==> config.mk <==
export PLATFORM = sky130hd
export DESIGN_NAME = seq_alu
export DESIGN_NICKNAME = d
export VERILOG_FILES = /design/src/rtl/seq_alu.sv
export SDC_FILE = /design/constraint.sdc
export NUM_CORES = 2
export LEC_CHECK = 0
export CORE_MARGIN = 2
export CORE_UTILIZATION = 40
export DETAILED_ROUTE_END_ITERATION = 8
export MAX_ROUTING_LAYER = met4
export PLACE_DENSITY = 0.63
export SLEW_MARGIN = 20
export SYNTH_ARGS = -nofsm -noshare
export SYNTH_HDL_FRONTEND = slang
export SYNTH_SLANG_ARGS = --single-unit
==> constraint.sdc <==
create_clock -name clock -period 12.2 [get_ports clock]
set_input_delay 3.05 -clock clock [delete_from_list [all_inputs] [get_ports clock]]
set_output_delay 3.05 -clock clock [all_outputs]
set_load 0.005 [all_outputs]
==> src/rtl/seq_alu.sv <==
// Multi-cycle ALU: single-cycle logic/arith ops, radix-2 Booth multiply,
// non-restoring divide, with a start/busy/done handshake.
module seq_alu #(
  parameter int BITS = 32,
  parameter int SHW  = $clog2(BITS)
) (
  input  logic              clock,
  input  logic              clear,
  input  logic              start,
  input  logic [11:0]       ctrl_signal,
  input  logic [BITS-1:0]   X,
  input  logic [BITS-1:0]   Y,
  output logic [2*BITS-1:0] OpResult,
  output logic              busy,
  output logic              done,
  output logic              err
);

  localparam int W2 = 2 * BITS;
  localparam logic [SHW:0] CNT_N = (SHW+1)'(BITS);
  localparam logic [SHW:0] CNT_1 = (SHW+1)'(1);

  typedef enum logic [2:0] {
    IDLE, MUL, DIV, DFIX, DONE
  } state_t;

  state_t          state;
  logic [SHW:0]    cnt;
  logic [BITS:0]   acc;
  logic [BITS:0]   m;
  logic [BITS-1:0] q;
  logic            q_1;
  logic            neg_q;
  logic            neg_r;

  logic            one_hot;
  logic [SHW-1:0]  sh;
  logic [W2-1:0]   dbl;
  logic [W2-1:0]   ror_w;
  logic [W2-1:0]   rol_w;
  logic [BITS-1:0] add_r;
  logic [BITS-1:0] sub_r;
  logic [BITS-1:0] neg_v;
  logic [BITS-1:0] x_mag;
  logic [BITS-1:0] y_mag;
  logic [W2-1:0]   sc_res;

  assign one_hot = (ctrl_signal != '0) &&
    ((ctrl_signal & (ctrl_signal - 12'd1)) == '0);
  assign sh    = Y[SHW-1:0];
  assign dbl   = {X, X};
  assign ror_w = dbl >> sh;
  assign rol_w = dbl << sh;
  assign add_r = X + Y;
  assign sub_r = X - Y;
  assign neg_v = -X;
  assign x_mag = X[BITS-1] ? -X : X;
  assign y_mag = Y[BITS-1] ? -Y : Y;

  always_comb begin
    sc_res = '0;
    if (one_hot) begin
      unique case (1'b1)
        ctrl_signal[0]:
          sc_res = {{BITS{add_r[BITS-1]}}, add_r};
        ctrl_signal[1]:
          sc_res = {{BITS{sub_r[BITS-1]}}, sub_r};
        ctrl_signal[2],
        ctrl_signal[3]:
          sc_res = '0;
        ctrl_signal[4]:
          sc_res = {{BITS{1'b0}}, X >> sh};
        ctrl_signal[5]:
          sc_res = {{BITS{1'b0}}, X << sh};
        ctrl_signal[6]:
          sc_res = {{BITS{1'b0}}, ror_w[BITS-1:0]};
        ctrl_signal[7]:
          sc_res = {{BITS{1'b0}}, rol_w[W2-1:BITS]};
        ctrl_signal[8]:
          sc_res = {{BITS{1'b0}}, X & Y};
        ctrl_signal[9]:
          sc_res = {{BITS{1'b0}}, X | Y};
        ctrl_signal[10]:
          sc_res = {{BITS{neg_v[BITS-1]}}, neg_v};
        ctrl_signal[11]:
          sc_res = {{BITS{1'b0}}, ~X};
        default:
          sc_res = '0;
      endcase
    end
  end

  // Booth step: acc is one bit wider so -M of the most negative
  // multiplicand cannot overflow.
  logic [BITS:0]   mul_sum;
  logic [W2+1:0]   mul_nx;

  always_comb begin
    mul_sum = acc;
    case ({q[0], q_1})
      2'b01:   mul_sum = acc + m;
      2'b10:   mul_sum = acc - m;
      default: mul_sum = acc;
    endcase
  end

  assign mul_nx = {mul_sum[BITS], mul_sum, q};

  logic [BITS:0]   r_sh;
  logic [BITS:0]   r_nx;
  logic [BITS:0]   r_fix;
  logic [BITS-1:0] rem_v;
  logic [BITS-1:0] quo_v;

  assign r_sh  = {acc[BITS-1:0], q[BITS-1]};
  assign r_nx  = acc[BITS] ? r_sh + m : r_sh - m;
  assign r_fix = acc[BITS] ? acc + m : acc;
  assign rem_v = neg_r ? -r_fix[BITS-1:0]
                       : r_fix[BITS-1:0];
  assign quo_v = neg_q ? -q : q;

  assign busy = (state != IDLE);
  assign done = (state == DONE);

  always_ff @(posedge clock) begin
    if (clear) begin
      state    <= IDLE;
      OpResult <= '0;
      err      <= 1'b0;
      cnt      <= '0;
      acc      <= '0;
      m        <= '0;
      q        <= '0;
      q_1      <= 1'b0;
      neg_q    <= 1'b0;
      neg_r    <= 1'b0;
    end else begin
      unique case (state)
        IDLE: begin
          if (start) begin
            if (!one_hot) begin
              OpResult <= '0;
              err      <= 1'b1;
              state    <= DONE;
            end else if (ctrl_signal[2]) begin
              acc   <= '0;
              q     <= X;
              q_1   <= 1'b0;
              m     <= {Y[BITS-1], Y};
              cnt   <= CNT_N;
              state <= MUL;
            end else if (ctrl_signal[3]) begin
              if (Y == '0) begin
                OpResult <= {X, {BITS{1'b1}}};
                err      <= 1'b1;
                state    <= DONE;
              end else begin
                acc   <= '0;
                q     <= x_mag;
                m     <= {1'b0, y_mag};
                neg_q <= X[BITS-1] ^ Y[BITS-1];
                neg_r <= X[BITS-1];
                cnt   <= CNT_N;
                state <= DIV;
              end
            end else begin
              OpResult <= sc_res;
              err      <= 1'b0;
              state    <= DONE;
            end
          end
        end
        MUL: begin
          {acc, q, q_1} <= mul_nx;
          cnt           <= cnt - CNT_1;
          if (cnt == CNT_1) begin
            OpResult <= mul_nx[W2:1];
            err      <= 1'b0;
            state    <= DONE;
          end
        end
        DIV: begin
          acc <= r_nx;
          q   <= {q[BITS-2:0], ~r_nx[BITS]};
          cnt <= cnt - CNT_1;
          if (cnt == CNT_1)
            state <= DFIX;
        end
        DFIX: begin
          OpResult <= {rem_v, quo_v};
          err      <= 1'b0;
          state    <= DONE;
        end
        DONE: begin
          err   <= 1'b0;
          state <= IDLE;
        end
        default: state <= IDLE;
      endcase
    end
  end

endmodule

==> flow_summary.yaml <==
floorplanning:
  core-area_mm2: 0.06680
  die_y_um: 263.2
  initial_core_util_pct: 40.24
  die_x_um: 263.2
  dieArea_mm2: 0.06929
  rows: 95
  ioPinCount: 146
power_and_ir_drop:
  power.density_mw_per_mm2: 62.99
  ir_drop_v: 0.00008181
  p_leak_nw: 11.38
cells_and_area:
  final_util_pct: 43.86
  syn2layout_area_growth_pct: 8.988
  diodes: 0
  nNetsFinal: 4001
  layout-drive-gt1-share_pct: 6.277
logic_synthesis:
  synth_area_leader_cell: "dfxtp_1"
  syn-num-nets: 4088
  synth_warnings: 0
  syn_area_mm2: 0.02688
  synth_area_per_cell_um2: 7.070
  synth-seq-cells: 175
  synth_area_leaders: "dfxtp_1 13%, ha_1 9.4%, nor2_1 7.0%, xnor2_1 6.8%, a21oi_1 6.0%"
  synth_edf_count: 0
  ys.flop_type: "dfxtp_1"
  syn_inst: 3802
  synthMostInstantiatedCell: "nor2_1"
  yosys.area.top_type_share_pct: 13.03
  synth-seq-area-share_pct: 13.03
  ys_types: 100
  async_flop_share_pct: 0
  yosys-top-cells-count: "498 x nor2_1, 322 x a21oi_1, 261 x clkbuf_1"
sta:
  drv_slew: 0
  fin_crit_ns: 8.095
  hold_viol: 0
  rsz0062_at_grt: "false"
  finClkSkew_ns: 0.02055
  max-slew-margin-rel_pct: 21.99
  fin_setup_tns_ns: 0
  tightest_slew_ns: 1.167
  finalSetupViolations: 0
  fmax_mhz: 123.5
  timing.final.crit_share_pct: 66.35
worst_setup_path:
  reg2reg_slack_ns: 6.57
  critical_path.max_fanout: 31
  cp_data_arrival_time_ns: 8.42
  critPathTopFamily: "simple AND/OR/NAND/NOR gates"
  cp.required_ns: 12.52
  endpoint_kind: "flop"
  worstSetupStartpointType: "input pin"
  worstSetupPathType: "input pin to flop"
  critical_path.max_stage_delay_ns: 0.82
  critPathBufInv: 2
  slowest_stage: "clkdlybuf4s50_1"
  path_cells: "clkdlybuf4s50_1, nor3_1, nand2_1, or3_1, nor4_2, nand2_1, nor4b_2, and4_1, ha_1, o221ai_1, a211oi_1, a21oi_2, buf_4, a2111oi_0, a211oi_1"
flow_run:
  maxCapViolCount: 0
drt:
  dr.first_iter.drc_count: 3642
  drc: 0
  wl_per_cell_um: 26.42
  vias: 30370
  ant_nets: 0
  drt_wl_total_um: 121500
  avgViaCountPerCell: 6.601
  first_pass_iters: 6
place:
  post-dp-hpwl_um: 93260
  gp_congestion: 1.086
  io_buffers: 145
clocking:
  cts_setup_buffers: 0
  cts_tree: "yes"
  root_buffer: "clkbuf_16"
  clk_latency_ns: 0.47
  clockBufferDepth: 2
  hold_buffers: 0
  cts.sinks: 175
  htree_levels: 4
  cts_buffers: 17
  cts_resized: 0
  path_clk_slew_ns: 0.08
global_routing:
  grt_pass1_vias: 27910
  grt-ovfl-total: 0
  antenna_found_initial: 0
  grt_pass1_wl_um: 180000
  grt_max_degree: 95
  grt_usage_pct: 34.77
worst_hold_path:
  worstHoldPathType: "flop to flop"
outcome:
  outcome: "completed"
[sequential cells by signal (all words and copies together), names as in the netlist]
| signal | count |
|---|---|
| OpResult | 64 |
| cnt | 6 |
| q_1 | 1 |
| err | 1 |
| acc | 33 |
| q | 32 |
| neg_r | 1 |
| state | 3 |
| neg_q | 1 |
| m | 33 |
[worst register-to-register path, delay by kind of cell, from the launching register on]
family,cells,cell delay (ns)
AOI/OAI and AO/OA,9,1.68
xor gates and xnor gates,2,0.25
adders and majority gates,1,0.39
DFF,1,0.41
and+or+nand+nor,8,2.76
[placed cells by master (no fill, tap or decap), types with 67 or more instances in the layout]
| master | n |
|---|---|
| a211oi_1 | 105 |
| a21o_1 | 67 |
| a21oi_1 | 321 |
| a221oi_1 | 72 |
| a31oi_1 | 67 |
| buf_4 | 71 |
| clkdlybuf4s50_1 | 139 |
| dfxtp_1 | 173 |
| ha_1 | 202 |
| inv_1 | 182 |
| mux2i_1 | 73 |
| nand2_1 | 250 |
| nor2_1 | 494 |
| nor3_1 | 93 |
| o21ai_0 | 238 |
| xnor2_1 | 210 |
[cells by family (layout without fill, tap and decap cells)]
kind of cell,Yosys count,after routing,synth area share [%]
AND/OR/NAND/NOR,1178,1178,20.36
AO/OA/AOI/OAI,1354,1354,34.00
adder cells (fa/ha/maj),209,209,9.849
buffers and inverters,508,434,7.303
XOR/XNOR,243,243,7.918
multiplexers,135,135,7.536
flip-flops,175,175,13.03
[where the power goes]
group	switching (mW)	leakage [nW]	total (mW)	internal, mW
Clock	0.283	0.280	0.553	0.271
Sequential	0.0156	1.42	0.600	0.584
Combinational	0.442	9.68	0.692	0.250
[cell type report]
cell class	instances	area [um^2]
Clock buffer	17	425.4
Timing Repair Buffer	214	1951
Sequential cell	175	3508
Fill cell	6972	37500
Inverter	188	705.7
Multi-Input combinational cell	3119	21460
Clock inverter	15	152.6
Tap cell	873	1092
[layer usage]
layer / vias to the layer above / GRT usage [%] / share of wire, %
li1: 13930 / - / -
met1: 14460 / 44.17 / 40
met2: 1689 / 52.67 / 44
met3: 292 / 4.209 / 8.9
met4: 0 / 21.41 / 7.0
met5: - / - / 0
[final timing paths]
path	start	cells past startpoint	to
setup reg to reg	m[6]	20	acc[30]
setup / recovery	X[2]	15	OpResult[62]
hold / removal	OpResult[12]	2	OpResult[12]
hold reg to reg	OpResult[12]	2	OpResult[12]
[metrics by stage]
stage / cells / hold WS (ns) / total power, mW / setup WS, ns / cell area [um^2]
2_1_floorplan: 3802 / 0.4486 / 1.021 / 5.242 / 26880
3_3_place_gp: 4569 / 0.4812 / 1.281 / 3.852 / 28720
3_5_place_dp: 4569 / 0.4817 / 1.279 / 3.824 / 28720
4_1_cts: 4601 / 0.4963 / 1.830 / 4.349 / 29300
5_1_grt: 4601 / 0.5364 / 1.912 / 3.861 / 29300
6_report: 4601 / 0.4963 / 1.846 / 4.105 / 29300
Power figures use the tool's default switching activity.
